File: config.mk
export PLATFORM = sky130hd
export DESIGN_NAME = jt51_wrqueue
export DESIGN_NICKNAME = d
export VERILOG_FILES = /design/src/rtl/jt51_wrqueue.sv
export SDC_FILE = /design/constraint.sdc
export NUM_CORES = 1
export LEC_CHECK = 0
export CORE_ASPECT_RATIO = 0.5
export CORE_UTILIZATION = 45
export CTS_BUF_LIST = sky130_fd_sc_hd__clkbuf_4
export CTS_CLUSTER_SIZE = 20
export DETAILED_ROUTE_END_ITERATION = 10
export PLACE_DENSITY = 0.61
export SKIP_CTS_REPAIR_TIMING = 1
export SLEW_MARGIN = 20
export SYNTH_ARGS = -nofsm -noshare
export SYNTH_HDL_FRONTEND = slang
export SYNTH_SLANG_ARGS = --single-unit
File: constraint.sdc
create_clock -name clk -period 3.55 [get_ports clk]
set_input_delay 0.355 -clock clk [delete_from_list [all_inputs] [get_ports clk]]
set_output_delay 0.355 -clock clk [all_outputs]
set_load 0.02 [all_outputs]
File: src/rtl/jt51_wrqueue.sv
// jt51_wrqueue: buffered host write queue that replays (chip, addr, data) entries as
// address/data strobes on a shared jt51 bus. Define JT51_WRQ_TIMEOUT_EN for busy-wait timeout.
module jt51_wrqueue #(
    parameter int NCHIP   = 2,
    parameter int CW      = 1,
    parameter int DEPTH   = 16,
    parameter int AW      = 4,
    parameter int GUARD   = 2,
    parameter int TIMEOUT = 1023
) (
    input  logic             clk,
    input  logic             rst_n,
    input  logic             cen_p1,
    input  logic             host_we,
    input  logic [CW-1:0]    host_chip,
    input  logic [7:0]       host_addr,
    input  logic [7:0]       host_data,
    output logic             host_ready,
    input  logic             flush,
    output logic [AW:0]      level,
    output logic             idle,
    input  logic [NCHIP-1:0] chip_busy,
    output logic [NCHIP-1:0] cs_n,
    output logic             wr_n,
    output logic             a0,
    output logic [7:0]       din,
    output logic             err
);

    localparam int GW = $clog2(GUARD + 2);

    typedef struct packed {
        logic [CW-1:0] chip;
        logic [7:0]    addr;
        logic [7:0]    data;
    } entry_t;

    typedef enum logic [2:0] {IDLE, ASTB, AWAIT, DSTB, DWAIT} state_t;

    state_t           state;
    entry_t           mem [DEPTH];
    entry_t           head;
    entry_t           work;
    logic [AW-1:0]    wr_ptr;
    logic [AW-1:0]    rd_ptr;
    logic [AW:0]      level_n;
    logic [GW-1:0]    gcnt;
    logic [NCHIP-1:0] cache_valid;
    logic [7:0]       cache_addr [NCHIP];

    logic head_ok, cache_hit, load, skip;
    logic in_wait, guard_done, wait_done, abort;
    logic push, pop, keep, idle_state_n;

    assign head         = mem[rd_ptr];
    assign head_ok      = int'(head.chip) < NCHIP;
    assign cache_hit    = cache_valid[head.chip] && (cache_addr[head.chip] == head.addr);
    assign load         = (state == IDLE) && (level != '0) && head_ok;
    assign skip         = (state == IDLE) && (level != '0) && !head_ok;
    assign in_wait      = (state == AWAIT) || (state == DWAIT);
    assign guard_done   = (gcnt == GW'(GUARD));
    assign wait_done    = in_wait && guard_done && !chip_busy[work.chip];
    assign push         = host_we && host_ready && !flush;
    assign pop          = skip || ((state == DWAIT) && wait_done) || abort;
    // On flush only the entry already in the work register survives, until it pops.
    assign keep         = ((state != IDLE) || (level != '0)) && !pop;
    assign idle_state_n = ((state == IDLE) && !load) || pop;

    // NOTE: every signal assigned in always_comb gets a default first so no latch is inferred.
    always_comb begin
        level_n = level;
        if (flush)
            level_n = (AW+1)'(keep);
        else if (push && !pop)
            level_n = level + (AW+1)'(1);
        else if (!push && pop)
            level_n = level - (AW+1)'(1);
    end

    // NOTE: storage arrays carry no reset; validity is tracked by the pointers and level.
    always_ff @(posedge clk) begin
        if (push)
            mem[wr_ptr] <= entry_t'{chip: host_chip, addr: host_addr, data: host_data};
    end

    always_ff @(posedge clk or negedge rst_n) begin
        if (!rst_n) begin
            wr_ptr     <= '0;
            rd_ptr     <= '0;
            level      <= '0;
            host_ready <= 1'b1;
            idle       <= 1'b1;
        end else begin
            if (flush) begin
                rd_ptr <= rd_ptr + AW'(pop);
                wr_ptr <= rd_ptr + AW'(pop) + AW'(keep);
            end else begin
                if (push) wr_ptr <= wr_ptr + AW'(1);
                if (pop)  rd_ptr <= rd_ptr + AW'(1);
            end
            level      <= level_n;
            host_ready <= (level_n != (AW+1)'(DEPTH));
            idle       <= (level_n == '0) && idle_state_n;
        end
    end

`ifdef JT51_WRQ_TIMEOUT_EN
    localparam int TW = $clog2(TIMEOUT + 1);
    logic [TW-1:0] tcnt;

    assign abort = in_wait && guard_done && chip_busy[work.chip] && cen_p1
                   && (tcnt == TW'(TIMEOUT - 1));

    always_ff @(posedge clk or negedge rst_n) begin
        if (!rst_n) begin
            tcnt <= '0;
            err  <= 1'b0;
        end else begin
            if (!in_wait)
                tcnt <= '0;
            else if (guard_done && chip_busy[work.chip] && cen_p1)
                tcnt <= tcnt + TW'(1);
            if (abort)
                err <= 1'b1;
        end
    end
`else
    assign abort = 1'b0;
    assign err   = 1'b0;
`endif

    always_ff @(posedge clk or negedge rst_n) begin
        if (!rst_n) begin
            state       <= IDLE;
            work        <= '0;
            gcnt        <= '0;
            cs_n        <= '1;
            wr_n        <= 1'b1;
            a0          <= 1'b0;
            din         <= '0;
            cache_valid <= '0;
        end else begin
            if (flush)
                cache_valid <= '0;
            case (state)
                IDLE: begin
                    if (load) begin
                        work <= head;
                        cs_n <= ~(NCHIP'(1) << head.chip);
                        wr_n <= 1'b0;
                        if (cache_hit) begin
                            state <= DSTB;
                            a0    <= 1'b1;
                            din   <= head.data;
                        end else begin
                            state <= ASTB;
                            a0    <= 1'b0;
                            din   <= head.addr;
                        end
                    end
                end
                ASTB, DSTB: begin
                    // The chip latches on the first cen_p1 seen with wr_n low.
                    if (cen_p1) begin
                        cs_n <= '1;
                        wr_n <= 1'b1;
                        gcnt <= '0;
                        if (state == ASTB) begin
                            state                   <= AWAIT;
                            cache_valid[work.chip]  <= 1'b1;
                        end else begin
                            state <= DWAIT;
                        end
                    end
                end
                AWAIT, DWAIT: begin
                    if (!guard_done && cen_p1)
                        gcnt <= gcnt + GW'(1);
                    if (abort) begin
                        state                  <= IDLE;
                        cache_valid[work.chip] <= 1'b0;
                    end else if (wait_done) begin
                        if (state == AWAIT) begin
                            state <= DSTB;
                            a0    <= 1'b1;
                            din   <= work.data;
                            cs_n  <= ~(NCHIP'(1) << work.chip);
                            wr_n  <= 1'b0;
                        end else begin
                            state <= IDLE;
                        end
                    end
                end
                default: state <= IDLE;
            endcase
        end
    end

    always_ff @(posedge clk) begin
        if ((state == ASTB) && cen_p1)
            cache_addr[work.chip] <= work.addr;
    end

endmodule

## Word-level counts from Yosys, hierarchy flattened

Memory sizes are Yosys's and may differ from the RTL's.
Cells that the tools add are included.

- Memories kept: 2
- Flip-flop bits (word level): 51
- RAM bits: 288
- Word-level logic and storage cells: 135
- Memory bits (read-only): 0
- Latch bits: 0
- Output and inout port bits: 20
- Input bits: 24

Memories:

| name | words | bits a word | read ports | clocked after Yosys merged registers in | wr ports | line | text |
|---|---|---|---|---|---|---|---|
| mem | 16 | 17 | 1 | 0 | 1 | 41 | `entry_t mem [DEPTH];` |
| cache_addr | 2 | 8 | 1 | 0 | 1 | 49 | `logic [7:0] cache_addr [NCHIP];` |

- Mux-type cells: 51
- Shifts and indexed selects: 2
- $lt $le $gt $ge: 3
- Equal/unequal tests: 12
- Div/mod/pow operators: 0
- Bitwise gates (word level): 3
- Multipliers: 0
- Reductions and logical operators: 40
- Add/sub/neg operators: 7

Operators by type and width:

| cell | number |
|---|---|
| two-way mux 8 bit | 4 |
| two-way mux 2 bit | 12 |
| two-way mux 1 bit | 17 |
| two-way mux 4 bit | 4 |
| one-hot mux 8 bit (2 select lines) | 1 |
| logical AND 1 bit | 15 |
| two-way mux 5 bit | 3 |
| two-way mux 3 bit | 4 |
| inequality test 2 bit, second input constant | 5 |
| one-hot mux 3 bit (3 select lines) | 1 |
| adder 4 x 1 -> 4 bit | 2 |
| adder 4 x 1 -> 4 bit, second input constant | 2 |
| equality test 8 bit | 1 |
| nonzero test 2 bit | 4 |
| equality test 3 x 2 -> 1 bit, second input constant | 2 |
| logical NOT 1 bit | 6 |
| one-hot mux 2 bit (3 select lines) | 1 |
| AND reduction 3 bit | 2 |
| nonzero test 3 bit | 2 |
| adder 5 x 1 -> 5 bit, second input constant | 1 |
| logical NOT 5 bit | 1 |
| inequality test 5 bit, second input constant | 1 |
| AND reduction 5 bit | 1 |
| nonzero test 5 bit | 1 |
| other kinds (19) | 25 |

## Logic depth before layout (Yosys ltp)

Gate-level depths: netlist of the first run.

- Depth in word-level cells: 11
- Gate-level depth with buffers: 13
- Gate-level depth less buffers: 13

## Worst setup path after synthesis of the first run

OpenSTA, ideal clock, no wires.

- Path kind: register to register
- From: reg rd_ptr[1]
- To: reg din[0]
- Setup slack: 559 ps
- Arrival time: 2,857 ps
- Cell stages (with the launch flop): 11
- Required time: 3,416 ps
- Library setup time: 134 ps
- Clock period less this slack: 2,991 ps
- Path buffers: 4
- Path through: dfrtp_1 > buf_2 > buf_2 > buf_1 > mux4_2 > mux4_2 > xor2_1 > nor4_4 > and2_1 > buf_4 > o211ai_1

- Longest elaborated chain between the ends: 7
- Elaborated cells between the ends (all ways): 9
- Classes of those cells: eq/ne: 1; mux: 5; reduce/logical: 1; memory: 2

Ends and longest elaborated chain:

| what | line | text |
|---|---|---|
| from (decl) | 45 | `logic [AW-1:0] rd_ptr;` |
| from (signal assigned) | 95 | `rd_ptr <= rd_ptr + AW'(pop);` |
| from (signal assigned) | 99 | `if (pop) rd_ptr <= rd_ptr + AW'(1);` |
| memory (16 x 17 bit) (*) | - |  |
| memory (2 x 8 bit) or two-way mux 1 bit (tied branches) | - |  |
| equality test 8 bit or two-way mux 1 bit (tied branches) | 57 | `assign cache_hit = cache_valid[head.chip] && (cache_addr[head.chip] == head.addr);` |
| logical AND 1 bit | 57 |  |
| two-way mux 8 bit (*) | 151 | `if (cache_hit) begin` |
| two-way mux 8 bit (*) | 147 | `if (load) begin` |
| one-hot mux 8 bit (2 select lines) (*) | 145 | `case (state)` |
| to (signal assigned) | 154 | `din <= head.data;` |
| to (signal assigned) | 158 | `din <= head.addr;` |
| to (signal assigned) | 186 | `din <= work.data;` |
| to (decl) | 26 | `output logic [7:0] din,` |

Mark *: on every way between the ends. The rest lies on a longest branch, timed or not. The select of a mux whose other input is x is not followed.
A chain may end at the register's enable or synchronous reset.

## Final worst setup path of the first run

- From: reg rd_ptr[0]
- To: reg din[3]

Same word-level chain as after synthesis.

==> key figures, run 1 <==
STA
  • Slew HR: 0.286
  • Final worst path period share: 0.919
  • Fmax achieved: 306 MHz
  • Actual slew at the worst max-slew pin: 1070 ps
  • Crit path time final: 3260 ps
  • Max-slew violation count: 0
  • Sum Neg Setup Slack: 0 ps
  • Setup violators final: 0
  • Hold Fails Final Rpt: 0
  • RSZ-0062 raised after global routing: false
  • Clock Skews: 50.4 ps

Power
  • Peak VDD IR: 0.000261 V
  • Pleak: 5.31 nW
  • Pwr Density: 673 nW/µm²
  • Total power: around 0.011 W

Synthesis
  • Syn Area/Cell: 18.5 µm²
  • Fraction of registers with async set/reset: 0.150
  • Synth top area share: 0.622
  • Seq/Total Area, Yosys: 0.714
  • #FFs+latches synth: 339
  • Ys flop type: edfxtp_1
  • Syn Nets: 785
  • Mapped Area: 13900 µm²
  • Yosys warns: 0
  • Unique cell type count in the Yosys netlist: 47
  • Largest area contributor in the netlist: edfxtp_1
  • Synth area leaders: edfxtp_1 62%, mux4_2 13%, dfrtp_1 8.3%
  • Post-Synthesis Cells: 750
  • Post-synth EDFFs: 288

Clocking
  • CTS Sinks: 339
  • Clock root buffer: clkbuf_4
  • Clk slew on worst S/H paths: 70 ps
  • CTS HTree Levels: 3
  • Total CTS buffers: 80
  • CTS Buffer Depth: 3
  • CTS tree: built
  • Later-pin clock latency in the skew report: 760 ps

Critical path
  • Largest fanout on the critical path: 12
  • CP Data Required Time: 4160 ps
  • Endpoint type of the worst setup path: flip-flop
  • Buffers & Inverters on Critical Path: 0
  • Cell Chain, Critical Path: mux4_2 > mux2i_4 > mux2i_1 > o211ai_1 > xor2_1 > a2111oi_4 > and2_1 > o211ai_1
  • Setup CP Type: flip-flop to flip-flop
  • WP data arrival: between 3000 and 4000 ps
  • Max incr delay on CP: 620 ps
  • Crit-path leading delay family: multiplexers
  • Startpoint Class: flip-flop
  • Slowest-stage cell, CP: dfrtp_4
  • Most used cell, CP: o211ai_1

Die
  • Number of I/O pins: 44
  • Initial Util: 0.458
  • Core area: 30300 µm²
  • Die width: 251 µm
  • Row Count: 45
  • Die Y: 126 µm
  • Area of the die: approximately 32000 µm²

Global routing
  • Vias in the first global route: between 7000 and 8000
  • Total Routing Usage GR: 0.204
  • First-pass GRT wire length: 46700 µm
  • Largest net degree at the start of global routing: 39
  • Total gr overflow: 0
  • Initial antenna violation count: 1

Finish
  • Nets: about 910
  • Fill cell count: 2392
  • Fin cells: 1323
  • Layout cells sized above 1: 0.312
  • Layout area overhead: 15.1%

Outcome
  • Status: complete, no violations

Detailed routing
  • Routed WL: 31100 µm
  • Routed len/inst: between 20 and 25 µm
  • Via Count: ~7400
  • Post-route ant nets: 0
  • Remaining DRCs: 0
  • Routed vias/inst: 5.61
  • DRT Pass-1 Iters: 5
  • DR iter-0 viols: ~650

Placement
  • GP Congestion: between 0.7 and 0.8
  • Port bufs: 42
  • Dpl hpwl: 17900 µm
  • Post-Place Cells: 1188

Hold path
  • HP Class: input pin to async pin

Job
  • Max Cap Viol: 0
-- cells in the mapped netlist (4+ instances only) --
| cell | instances |
|---|---|
| a21oi_1 | 4 |
| buf_1 | 8 |
| buf_2 | 4 |
| buf_6 | 4 |
| clkbuf_1 | 22 |
| dfrtp_1 | 46 |
| dfstp_2 | 5 |
| edfxtp_1 | 288 |
| ha_1 | 11 |
| inv_1 | 10 |
| mux2_2 | 17 |
| mux2i_1 | 18 |
| mux4_2 | 81 |
| nand2_1 | 49 |
| nand2b_1 | 10 |
| nand3_1 | 8 |
| nand4_1 | 18 |
| nor2_1 | 25 |
| nor3_1 | 8 |
| o211ai_1 | 22 |
| o21a_1 | 8 |
| o21ai_0 | 21 |
| xnor2_1 | 13 |
| xor2_1 | 13 |
-- worst paths after layout --
check | startpoint | end | slack [ps] | cells past startpoint
worst max-delay path | rd_ptr[0] | din[3] | 290 | 8
min in group clk | flush | wr_ptr[0] | 400 | 4
worst max register to register | rd_ptr[0] | din[3] | 290 | 8
max in group asynchronous | rst_n | work[9] | 2530 | 3
worst min-delay path | rst_n | rd_ptr[2] | 220 | 2
worst min register to register | work[8] | cache_addr[0][0] | 460 | 0
-- report_power, final --
part           internal (W)  switching [W]  total [W]
combinational       0.00132        0.00139    0.00271
sequential          0.00471       0.000288    0.00500
clock               0.00155        0.00152    0.00307
-- cell type report --
cell class                      instances  area [µm²]  area share
Clock buffer                          115         863      0.0539
Sequential cell                       339        9940       0.621
Timing Repair Buffer                   82         776      0.0484
Clock inverter                         17         101     0.00633
Tap cell                              399         499      0.0312
Antenna cell                            1        2.50    0.000156
Inverter                               10        37.5     0.00234
Multi-Input combinational cell        360        3800       0.237
-- kinds of logic (layout without fill, tap and decap cells) --
kind of cell / Yosys count / count (layout) / share of synthesized area
AO/OA/AOI/OAI: 74 / 74 / 0.0374
multiplexers: 117 / 117 / 0.159
buffers and inverters: 51 / 224 / 0.0171
other: 1 / 2 / 0.000270
adder cells (fa/ha/maj): 11 / 11 / 0.00989
AND/OR/NAND/NOR: 131 / 131 / 0.0456
XOR/XNOR: 26 / 26 / 0.0164
flip-flops: 339 / 339 / 0.714
-- layer usage --
metal,track usage,up-vias,wire [µm]
met5,0,-,0
met4,0.0624,0,450
met3,0.0558,45,1950
met2,0.297,203,13900
met1,0.302,3865,14800
li1,-,3309,-
-- per-stage QoR --
stage | worst slack, ps | util | area [µm²] | hold slack, ps
floorplan | 559 | - | 13900 | 59.4
global placement | 252 | 0.495 | 15000 | 443
detailed placement | 184 | 0.495 | 15000 | 452
CTS | 157 | 0.527 | 16000 | -357
global route | 37.6 | 0.528 | 16000 | 248
finish | 286 | 0.528 | 16000 | 217
-- layout by cell type, fill, tap and decap left out, drive strengths merged, types with 5 or more instances in the layout --
master	n
ha	11
nand2	49
clkinv	14
o211ai	22
a21oi	5
dfstp	5
nand4	18
mux2	17
xor2	13
nand2b	10
xnor2	13
o21ai	21
nand3	8
nor2	25
nor3	8
mux2i	19
edfxtp	288
o21a	8
dfrtp	46
mux4	81
inv	11
clkdlybuf4s50	41
buf	40
clkbuf	115
-- state kept, by name, indices dropped and copies added (netlist names) --
register     flops
gcnt             2
din              8
cache_addr      16
work            17
cs_n             2
host_ready       1
cache_valid      2
mem            272
state            3
wr_n             1
wr_ptr           4
level            5
rd_ptr           4
idle             1
a0               1
Power figures use the tool's default switching activity.
==> run 2, diff against run 1 <==
REMOVE_ABC_BUFFERS = 1   (was unset)
==> key figures, run 2 (same netlist as run 1, synthesis figures left out) <==
Global routing
  • First-pass GRT wire length: 47200 µm (+1.2%)
  • Total Routing Usage GR: 0.205 (+0.000751)
  • Vias in the first global route: 7673 (+2.0%)
  • Total gr overflow: 0 (unchanged)
  • Largest net degree at the start of global routing: 44 (+13%)
  • Initial antenna violation count: 3 (+2)

Finish
  • Largest Register: mem
  • Layout area overhead: 16.8%
  • Nets: 921 (+1.4%)
  • Max reg flops: 272 (unchanged)
  • Fin cells: 1351 (+2.1%)
  • Layout cells sized above 1: 0.322 (+0.0104)
  • Most common cell after layout, fill and taps aside: edfxtp_1
  • Largest regs: mem: 272 flops, work: 17 flops, cache_addr: 16 flops
  • Most frequent cells in the layout: 288 x edfxtp_1, 116 x clkbuf_4, 81 x mux4_2

STA
  • Hold Fails Final Rpt: 0 (unchanged)
  • Setup violators final: 0 (unchanged)
  • Crit path time final: 3370 ps (+102 ps)
  • Fmax achieved: 297 MHz (-3.0%)
  • Final worst slack: 183 ps (-102 ps)
  • Final worst path period share: 0.948 (+0.0288)
  • Sum Neg Setup Slack: 0 ps (unchanged)
  • RSZ-0062 raised after global routing: false
  • Slew HR: 0.563 (+0.277)
  • Max-slew violation count: 0 (unchanged)
  • Actual slew at the worst max-slew pin: 654 ps (-413 ps)
  • Clock Skews: 35.6 ps (-14.7 ps)

Critical path
  • Buffers & Inverters on Critical Path: 2 (+2)
  • Cell Chain, Critical Path: buf_4 > mux4_2 > mux4_2 > xor2_1 > a2111oi_4 > buf_4 > nand3_1 > a221oi_1
  • Max incr delay on CP: 690 ps (+70 ps)
  • Slowest-stage cell, CP: dfrtp_4
  • R2R depth: 8 (unchanged)
  • Setup CP Type: flip-flop to flip-flop
  • Endpoint type of the worst setup path: flip-flop
  • Reg2reg end: state[1]
  • Reg2reg start: rd_ptr[0]
  • Largest fanout on the critical path: 20 (+8)
  • R2R Setup Slk: 180 ps (-100 ps)
  • Crit-path leading delay family: multiplexers
  • Startpoint Class: flip-flop
  • WP data arrival: 4010 ps (+140 ps)
  • CP Data Required Time: 4200 ps (+40 ps)

Detailed routing
  • Via Count: 7485 (+0.85%)
  • DR iter-0 viols: 564 (-13%)
  • Routed vias/inst: 5.54 (-1.2%)
  • DRT Pass-1 Iters: 4 (-1)
  • Remaining DRCs: 0 (unchanged)
  • Post-route ant nets: 0 (unchanged)
  • Routed len/inst: 22.7 µm (-3.2%)
  • Routed WL: 30700 µm (-1.1%)

Die
  • Initial Util: 0.458 (unchanged)
  • Die Y: 126 µm (unchanged)
  • Row Count: 45 (unchanged)
  • Area of the die: 31700 µm² (unchanged)
  • Number of I/O pins: 44 (unchanged)
  • Core area: 30300 µm² (unchanged)
  • Die width: 251 µm (unchanged)

Clocking
  • Total CTS buffers: 78 (-2.5%)
  • Clock root buffer: clkbuf_4
  • Clk slew on worst S/H paths: 70 ps (about the same)
  • CTS HTree Levels: 3 (unchanged)
  • Later-pin clock latency in the skew report: 760 ps (about the same)
  • CTS Buffer Depth: 3 (unchanged)
  • CTS tree: built
  • CTS Sinks: 339 (unchanged)

Placement
  • GP Congestion: 0.776 (about the same)
  • Post-Place Cells: 1204 (+1.3%)
  • Port bufs: 42 (unchanged)
  • Dpl hpwl: 19600 µm (+9.3%)
  • Pre-CTS setup slack: 155 ps (-29.4 ps)

Job
  • Max Cap Viol: 0 (unchanged)

Power
  • Combinational power share: 0.243 (-0.008)
  • Reg power frac: 0.458 (-0.006)
  • Sw Ratio: 0.293 (-0.00377)
  • Psw: 0.00320 W (+0.24%)
  • Peak VDD IR: 0.000258 V (-1.0%)
  • Clock network power share: 0.299 (+0.014)
  • Pwr Density: 674 nW/µm² (+0.10%)
  • Pleak: 5.43 nW (+2.3%)
  • P_int: 0.00774 W (+2.1%)

Hold path
  • HP Class: input pin to async pin

Outcome
  • Status: complete, no violations
-- run 2: cell types whose count changed in the layout (fill, tap and decap cells not counted) --
cell,change
buf_4,+16
clkinv_1,+9
bufinv_16,+2
diode_2,+2
buf_12,+1
buf_2,-1
buf_8,-1
clkbuf_4,+1
clkinv_2,-1
o32ai_1,-1
o32ai_2,+1
-- run 2: routing by layer --
layer  up-vias  track usage  share of wire
met5         -            0              0
met4         0       0.0530          0.011
met3        31       0.0603          0.062
met2       208        0.304           0.45
met1      3891        0.298           0.47
li1       3355            -              -
-- run 2: how the worst max path moves through the flow --
stage                         start       end  slack (ps)  cells past startpoint
after floorplan           rd_ptr[0]    din[0]       -1770                      8
after global placement    rd_ptr[0]  state[1]         270                      8
after detailed placement  rd_ptr[0]  state[1]         150                      8
after CTS                 rd_ptr[0]  state[1]         140                      8
after global routing      rd_ptr[0]    din[6]          20                      7
final                     rd_ptr[0]  state[1]         180                      8
-- run 2: cell type report --
class	count	area [µm²]
Inverter	10	37.5
Clock buffer	116	871
Antenna cell	3	7.51
Timing Repair Buffer	97	896
Clock inverter	27	190
Tap cell	399	499
Fill cell	2408	14100
Sequential cell	339	9940
Multi-Input combinational cell	360	3800
-- run 2: power groups by stage --
stage	logic (W)	clock network [W]	registers [W]
floorplan	0.00168	0	0.00523
global placement	0.00266	0	0.00508
detailed placement	0.00269	0	0.00510
CTS	0.00270	0.00338	0.00502
global route	0.00291	0.00358	0.00507
finish	0.00266	0.00327	0.00501
-- run 2: through the flow --
stage          utilization  hold slack [ps]  area [µm²]  total power (W)
4_1_cts              0.534             -271       16200           0.0111
3_3_place_gp         0.499              442       15200          0.00774
5_1_grt              0.535              118       16200           0.0116
3_5_place_dp         0.499              455       15200          0.00779
2_1_floorplan            -             59.4       13700          0.00690
6_report             0.535              133       16200           0.0109
==> run 3, diff against run 2 <==
PLACE_DENSITY = unset   (was 0.61)
==> key figures, run 3 (same netlist as run 1, synthesis figures left out) <==
Clocking
  • Total CTS buffers: 79 (+1.3%)
  • CTS tree: built
  • Clk slew on worst S/H paths: 80 ps (about the same)
  • Clock root buffer: clkbuf_4
  • CTS Sinks: 339 (unchanged)
  • CTS Buffer Depth: 3 (unchanged)
  • Later-pin clock latency in the skew report: 740 ps (-20 ps)
  • CTS HTree Levels: 3 (unchanged)

Finish
  • Final core occ: 0.530 (-0.00532)
  • Max reg flops: 272 (unchanged)
  • Fin cells: 1335 (-1.2%)
  • Layout area overhead: 15.6%
  • Most common cell after layout, fill and taps aside: edfxtp_1
  • Post-route cell area: 16100 µm² (-0.99%)
  • Nets: 908 (-1.4%)
  • Reg area: 9940 µm² (about the same)
  • Largest Register: mem
  • Fill cell count: 2381 (-1.1%)
  • Largest regs: mem: 272 flops, work: 17 flops, cache_addr: 16 flops
  • Layout cells sized above 1: 0.322 (-0.000520)
  • Area occupied by multi-input gates: 3800 µm² (-0.20%)
  • Most frequent cells in the layout: 288 x edfxtp_1, 128 x clkbuf_4, 81 x mux4_2

Hold path
  • HP Class: input pin to async pin

Die
  • Number of I/O pins: 44 (unchanged)
  • Core area: 30300 µm² (unchanged)
  • Initial Util: 0.458 (unchanged)
  • Die width: 251 µm (unchanged)
  • Row Count: 45 (unchanged)
  • Die Y: 126 µm (unchanged)
  • Area of the die: 31700 µm² (unchanged)

STA
  • Slew HR: 0.348 (-0.215)
  • Fmax achieved: 304 MHz (+2.4%)
  • Max-slew violation count: 0 (unchanged)
  • Final worst path period share: 0.926 (-0.0225)
  • Setup violators final: 0 (unchanged)
  • Actual slew at the worst max-slew pin: 975 ps (+320 ps)
  • Clock Skews: 43.9 ps (+8.24 ps)
  • Hold Fails Final Rpt: 0 (unchanged)
  • RSZ-0062 raised after global routing: false
  • Crit path time final: 3290 ps (-79.9 ps)

Critical path
  • R2R depth: 7 (-1)
  • Max incr delay on CP: 650 ps (-40 ps)
  • R2R Setup Slk: 260 ps (+80 ps)
  • Largest fanout on the critical path: 19 (-5.0%)
  • Reg2reg end: din[4]
  • Slowest-stage cell, CP: dfrtp_4
  • Most used cell, CP: mux4_2
  • WP data arrival: 3850 ps (-160 ps)
  • Startpoint Class: flip-flop
  • Setup CP Type: flip-flop to flip-flop
  • Reg2reg start: rd_ptr[0]
  • CP Data Required Time: 4110 ps (-90 ps)
  • Cell Chain, Critical Path: buf_4 > mux4_2 > mux4_2 > xor2_1 > nor4_4 > and2_1 > o211ai_1
  • Endpoint type of the worst setup path: flip-flop

Placement
  • Dpl hpwl: 18300 µm (-6.4%)
  • Post-Place Cells: 1190 (-1.2%)
  • DP Area: 15000 µm² (-0.77%)
  • Port bufs: 42 (unchanged)
  • GP Congestion: 0.788 (+1.6%)

Detailed routing
  • Via Count: 7460 (-0.33%)
  • Routed vias/inst: 5.59 (+0.86%)
  • Routed len/inst: 23.4 µm (+3.1%)
  • DR iter-0 viols: 672 (+19%)
  • DRT Pass-1 Iters: 5 (+1)
  • Routed WL: 31300 µm (+1.8%)
  • Post-route ant nets: 0 (unchanged)
  • Remaining DRCs: 0 (unchanged)

Global routing
  • Initial antenna violation count: 3 (unchanged)
  • Total gr overflow: 0 (unchanged)
  • Largest net degree at the start of global routing: 38 (-14%)
  • First-pass GRT wire length: 47500 µm (+0.63%)
  • Total Routing Usage GR: 0.207 (+0.00240)
  • Vias in the first global route: 7714 (+0.53%)

Power
  • Peak VDD IR: 0.000211 V (-18%)
  • Combinational power share: 0.246 (+0.003)
  • Pwr Density: 674 nW/µm² (about the same)
  • P_int: 0.00765 W (-1.2%)
  • Psw: 0.00320 W (-0.17%)
  • Sw Ratio: 0.295 (+0.00215)
  • Pleak: 5.35 nW (-1.5%)
  • Reg power frac: 0.461 (+0.003)
  • Clock network power share: 0.293 (-0.006)

Job
  • Max Cap Viol: 0 (unchanged)

Outcome
  • Status: complete, no violations
[run 3: changes by cell type in the layout (fill, tap and decap cells not counted), sizes merged]
| cell | previous run | this run |
|---|---|---|
| clkinv | 22 | 13 |
| bufinv | 3 | 0 |
| buf | 55 | 41 |
| diode | 3 | 1 |
| clkbuf | 116 | 128 |
[run 3: layout make-up]
class | count | area share
antenna | 1 | 0.000156
clock buffer | 128 | 0.0598
clock inverter | 15 | 0.00436
inverter | 10 | 0.00233
multi-input combinational | 360 | 0.236
sequential | 339 | 0.618
tap | 399 | 0.0310
timing repair buffer | 83 | 0.0482
[run 3: layer usage]
layer / GRT usage / vias up / part of all wire
met5: 0 / - / 0.00042
met4: 0.0610 / 2 / 0.015
met3: 0.0550 / 45 / 0.051
met2: 0.316 / 182 / 0.47
met1: 0.296 / 3925 / 0.47
li1: - / 3306 / -
[run 3: worst max path at each step]
stage | start | endpoint | slack (ps) | cells after the start
floorplan | rd_ptr[0] | din[0] | -1770 | 8
global placement | rd_ptr[0] | din[1] | 410 | 7
detailed placement | rd_ptr[0] | din[1] | 340 | 7
CTS | rd_ptr[0] | din[4] | 280 | 7
global route | rd_ptr[0] | din[6] | 30 | 8
finish | rd_ptr[0] | din[4] | 260 | 7
[run 3: stage by stage]
stage | total power (W) | setup slack, ps | TNS, ps | hold WS (ps)
4_1_cts | 0.0110 | 285 | 0 | -402
5_1_grt | 0.0114 | 34.7 | 0 | 187
3_5_place_dp | 0.00778 | 341 | 0 | 432
2_1_floorplan | 0.00690 | -1770 | -30680 | 59.4
3_3_place_gp | 0.00775 | 409 | 0 | 423
6_report | 0.0108 | 263 | 0 | 190
[run 3: power groups by stage]
| stage | Combinational (W) | Sequential, W | Clock, W |
|---|---|---|---|
| 2_1_floorplan | 0.00168 | 0.00523 | 0 |
| 3_3_place_gp | 0.00268 | 0.00507 | 0 |
| 3_5_place_dp | 0.00269 | 0.00509 | 0 |
| 4_1_cts | 0.00270 | 0.00500 | 0.00328 |
| 5_1_grt | 0.00291 | 0.00505 | 0.00349 |
| 6_report | 0.00267 | 0.00500 | 0.00317 |
[run 3: worst max-delay path, delay by kind of cell (launching register included)]
kind / cells / cell delay [ps]
buf+inv: 1 / 280
simple gates: 2 / 700
flops: 1 / 650
compound gates: 1 / 170
mux: 2 / 1080
xor+xnor: 1 / 210
